--- src/rtl/hazard_unit_mc.sv ---
// Pipeline hazard controller: per-operand forwarding, load-use and multiply stalls,
// memory-wait stalls with a sticky timeout, branch flush and a stall-cycle counter.
module hazard_unit_mc #(
  parameter int unsigned RW      = 4,
  parameter int unsigned NUM_SRC = 3,
  parameter int unsigned MUL_LAT = 3,
  parameter int unsigned TO_CYC  = 64,
  parameter int unsigned CNT_W   = 16
) (
  input  logic                     clk,
  input  logic                     reset,
  input  logic [NUM_SRC*RW-1:0]    RAD,
  input  logic [NUM_SRC*RW-1:0]    RAE,
  input  logic [NUM_SRC-1:0]       UseD,
  input  logic [RW-1:0]            WA3E,
  input  logic [RW-1:0]            WA3M,
  input  logic [RW-1:0]            WA3W,
  input  logic                     RegWriteE,
  input  logic                     RegWriteM,
  input  logic                     RegWriteW,
  input  logic                     MemToRegE,
  input  logic                     MulStartE,
  input  logic                     BranchTakenE,
  input  logic                     MemReqM,
  input  logic                     MemReadyM,
  output logic [2*NUM_SRC-1:0]     ForwardE,
  output logic                     StallF,
  output logic                     StallD,
  output logic                     StallE,
  output logic                     StallM,
  output logic                     FlushD,
  output logic                     FlushE,
  output logic                     FlushW,
  output logic                     MulBusy,
  output logic                     MulDoneE,
  output logic                     MemTimeout,
  output logic [CNT_W-1:0]         StallCycles
);

  localparam int unsigned MW = (MUL_LAT > 2) ? $clog2(MUL_LAT - 1) : 1;
  localparam int unsigned WW = (TO_CYC > 1) ? $clog2(TO_CYC) : 1;
  localparam logic [MW-1:0] MulInit = MW'(MUL_LAT - 2);
  localparam logic [WW-1:0] WaitMax = WW'(TO_CYC - 1);

  typedef enum logic {StIdle, StBusy} mul_state_e;

  mul_state_e        r_state_q, w_state_d;
  logic [MW-1:0]     r_mcnt_q, w_mcnt_d;
  logic [WW-1:0]     r_wcnt_q;
  logic              r_timeout_q;
  logic [CNT_W-1:0]  r_stall_cnt_q;
  logic              w_ld_use;
  logic              w_mem_wait;

  // M stage has the younger result, so it wins over W.
  always_comb begin
    ForwardE = '0;
    w_ld_use = 1'b0;
    for (int i = 0; i < NUM_SRC; i++) begin
      if (RegWriteM && (RAE[i*RW +: RW] == WA3M)) begin
        ForwardE[2*i +: 2] = 2'b10;
      end else if (RegWriteW && (RAE[i*RW +: RW] == WA3W)) begin
        ForwardE[2*i +: 2] = 2'b01;
      end
      if (UseD[i] && (RAD[i*RW +: RW] == WA3E)) begin
        w_ld_use = 1'b1;
      end
    end
    w_ld_use = w_ld_use & MemToRegE & RegWriteE;
  end

  assign w_mem_wait = MemReqM & ~MemReadyM;

  always_comb begin
    w_state_d = r_state_q;
    w_mcnt_d  = r_mcnt_q;
    MulBusy   = 1'b0;
    MulDoneE  = 1'b0;
    unique case (r_state_q)
      StIdle: begin
        if (MulStartE) begin
          MulBusy   = 1'b1;
          w_state_d = StBusy;
          w_mcnt_d  = MulInit;
        end
      end
      StBusy: begin
        // Last multiply cycle releases the stall so the result can advance.
        if (r_mcnt_q == '0) begin
          MulDoneE  = 1'b1;
          w_state_d = StIdle;
        end else begin
          MulBusy  = 1'b1;
          w_mcnt_d = r_mcnt_q - MW'(1);
        end
      end
      default: w_state_d = StIdle;
    endcase
  end

  assign StallM = w_mem_wait;
  assign StallE = w_mem_wait | MulBusy;
  assign StallD = StallE | w_ld_use;
  assign StallF = StallE | w_ld_use;
  assign FlushW = w_mem_wait;
  assign FlushE = (w_ld_use | BranchTakenE) & ~StallE;
  assign FlushD = BranchTakenE & ~StallE;

  assign MemTimeout  = r_timeout_q;
  assign StallCycles = r_stall_cnt_q;

  always_ff @(posedge clk or posedge reset) begin
    if (reset) begin
      r_state_q     <= StIdle;
      r_mcnt_q      <= '0;
      r_wcnt_q      <= '0;
      r_timeout_q   <= 1'b0;
      r_stall_cnt_q <= '0;
    end else begin
      r_state_q <= w_state_d;
      r_mcnt_q  <= w_mcnt_d;
      if (!w_mem_wait) begin
        r_wcnt_q <= '0;
      end else if (r_wcnt_q != WaitMax) begin
        r_wcnt_q <= r_wcnt_q + WW'(1);
      end
      if (w_mem_wait && (r_wcnt_q == WaitMax)) begin
        r_timeout_q <= 1'b1;
      end
      if (StallF && (r_stall_cnt_q != '1)) begin
        r_stall_cnt_q <= r_stall_cnt_q + CNT_W'(1);
      end
    end
  end

endmodule
--- config.mk ---
export PLATFORM = sky130hd
export DESIGN_NAME = hazard_unit_mc
export DESIGN_NICKNAME = d
export VERILOG_FILES = /design/src/rtl/hazard_unit_mc.sv
export SDC_FILE = /design/constraint.sdc
export NUM_CORES = 1
export LEC_CHECK = 0
export ABC_AREA = 1
export BUFFER_PORTS_ARGS = -buffer_cell sky130_fd_sc_hd__buf_2
export CORE_MARGIN = 5
export CORE_UTILIZATION = 41
export CTS_CLUSTER_SIZE = 28
export DETAILED_ROUTE_END_ITERATION = 7
export HOLD_SLACK_MARGIN = 0.03
export PLACE_DENSITY = 0.7
export SLEW_MARGIN = 10
export SYNTH_ARGS = -nofsm -noshare
export SYNTH_HDL_FRONTEND = slang
export SYNTH_SLANG_ARGS = --single-unit
--- constraint.sdc ---
create_clock -name clk -period 1.64 [get_ports clk]
set_input_delay 0.328 -clock clk [delete_from_list [all_inputs] [get_ports clk]]
set_output_delay 0.328 -clock clk [all_outputs]
set_load 0.01 [all_outputs]
==> impl_metrics.tcl <==
set metrics [dict create \
    status "finished with violations" \
    violations "setup timing" \
    diodes 0 \
    period_minus_slack_ps 1660 \
    initial_core_util 0.415 \
    final-max-slew-violation-count 0 \
    crit_path_end_kind "output port" \
    die_width_um 78.7 \
    dr.first_iter.drc_count 105 \
    grt_max_degree 26 \
    max_cap_viol_count 0 \
    clock_sink_count 25 \
    mostFrequentLayoutCells "83 x nand2_1, 75 x buf_2, 39 x inv_1" \
    seq_area_um2 626 \
    power_frac_comb 0.500 \
    whs_ps 85.9 \
    avgSynthCellArea_um2 6.58 \
    antenna_found_initial 0 \
    yosysSeqAreaShare 0.323 \
    die_y_um 78.7 \
    antenna_left 0 \
    ir_worst_vdd_mv 0.684 \
    grt_usage 0.172 \
    yosysWarnings 0 \
    hold_class "in -> async" \
    crit_path_start_kind "register" \
    wl_per_cell_um 11.9 \
    synthCells 294 \
    cts_made_buffers 3 \
    grt_pass1_vias 2097 \
    crit_required_ps 1310 \
    drive_above_1_share 0.349 \
    syn_area_mm2 0.00194 \
    clkSlewWorstSetupHoldPaths_ps 90 \
    rows 25 \
    post-route-util 0.572 \
    arrival_ps 1330 \
    final_nets 442 \
    post-place-ws_ps -37.8 \
    grt_first_pass_wirelength_um 8870 \
    min_period_over_period 1.01 \
    dr.pass1.iters 4 \
    gp_congestion 0.891 \
    max_slew_margin 0.751 \
    viasPerCell 4.90 \
    fin_skew_ps 11.5 \
    port_buffers 80 \
    multi_input_area_mm2 0.00119 \
    crit_type "reg -> out" \
    hpwl_um 4170 \
    final_cells 444 \
    pwr-share-clk 0.155 \
    cts_tree "built" \
    switching_share 0.402 \
    h-tree-depth 1 \
    coreArea_mm2 0.00466 \
    p_leak_nw 1.47 \
    finalSetupTns_ps -15.8 \
    io_pins 81 \
    layout_commonest_cell "nand2_1" \
    setup_ws_ps -15.8 \
    ys_ff_latch 25 \
    cp_max_fo 3 \
    clockBufferDepth 2 \
    seqPwrFrac 0.345 \
    worstMarginPinSlew_ps 372 \
    p_sw_mw 0.948 \
    hold_viol_final 0 \
    num_vias 2177 \
    setup_violations 1 \
    syn_to_final_growth_pct 37.8 \
    nFillCells 459 \
    root_buffer "clkbuf_8" \
    cts_hold_buf 0 \
    drc 0 \
    die_area_mm2 0.00620 \
    syn_nets 345 \
    p_int_mw 1.41 \
    grt_overflow 0 \
    fmax_mhz 604 \
    placed_cells 435 \
    ys_types 26 \
    power_density_mw_per_mm2 884 \
    insertion_delay_ps 270 \
    rsz0062_at_grt "true" \
    wl_um 5310 \
]
## metrics by stage
step,area [um^2],power [mW]
after global routing,2670,2.55
after floorplan,1940,1.40
after detailed placement,2450,1.78
final,2670,2.36
after CTS,2540,2.23
after global placement,2450,1.76
## timing repair
| item | CTS | global route |
|---|---|---|
| gates cloned | 0 | 1 |
| endpoints found under the setup margin | 5 | 25 |
| pin swaps | 4 | 7 |
| buffers inserted | 1 | 3 |
| resized for setup | 8 | 34 |
## power groups by stage
stage               Clock (mW)  Combinational, mW  Sequential (mW)
floorplan                    0              0.559            0.846
global placement             0              0.950            0.809
detailed placement           0              0.963            0.812
CTS                      0.381               1.05            0.802
global route             0.409               1.31            0.830
finish                   0.365               1.18            0.814
## registers in the layout (all words and copies together), names as in the netlist
signal / count
StallCycles: 16
r_wcnt_q: 6
MemTimeout: 1
r_mcnt_q: 1
r_state_q: 1
## metal layers
metal  part of all wire  global-route usage  vias up
met3              0.068              0.0306        6
met2               0.46               0.295       69
met5                  0                   0        -
met1               0.45               0.216      975
met4              0.016              0.0629        0
li1                   -                   -     1127
## path summary, 6_finish.rpt
path / startpoint / to / cells past startpoint / slack, ps
max reg2reg: StallCycles[9]$_DFFE_PP0P_ / StallCycles[0]$_DFFE_PP0P_ / 6 / 140
min: reset / StallCycles[2]$_DFFE_PP0P_ / 3 / 90
min reg2reg: MemTimeout$_DFFE_PP0P_ / MemTimeout$_DFFE_PP0P_ / 2 / 480
max in group asynchronous: reset / StallCycles[0]$_DFFE_PP0P_ / 3 / 1300
min in group clk: MulStartE / r_mcnt_q$_DFFE_PP0P_ / 3 / 320
max: r_state_q$_DFF_PP0_ / FlushE / 6 / -20
## synth_stat cells (all sizes together)
| master | number | area share |
|---|---|---|
| a211oi | 5 | 0.019 |
| buf | 6 | 0.024 |
| ha | 2 | 0.013 |
| a22oi | 1 | 0.0039 |
| o2111ai | 4 | 0.018 |
| o221ai | 1 | 0.0045 |
| nand4 | 2 | 0.0065 |
| nor3 | 4 | 0.013 |
| o21ai | 8 | 0.021 |
| xor2 | 9 | 0.041 |
| and2 | 1 | 0.0045 |
| xnor2 | 11 | 0.050 |
| nor2 | 37 | 0.072 |
| dfrtp | 25 | 0.32 |
| a31oi | 1 | 0.0032 |
| inv | 47 | 0.091 |
| o22ai | 6 | 0.019 |
| nand2 | 87 | 0.17 |
| nand3 | 29 | 0.081 |
| a21oi | 8 | 0.021 |
## cell families after synthesis
group | synth area share
simple gates | 0.348
fa+ha+maj | 0.0129
buf+inv | 0.115
xor+xnor | 0.0905
compound gates | 0.110
flops | 0.323
## cell type report
class,count,share of cell area
Clock buffer,3,0.0155
Clock inverter,1,0.00188
Inverter,47,0.0671
Multi-Input combinational cell,217,0.447
Sequential cell,25,0.235
Tap cell,54,0.0253
Timing Repair Buffer,97,0.208
## worst max-delay path, cell delays in order (launching register included)
cell and delay, ps:
dfrtp_1 420, nor2_2 150, nor2_4 70, nor2_4 120, inv_2 70, a21oi_2 90, buf_2 140
(Power assumes the default switching activity.)
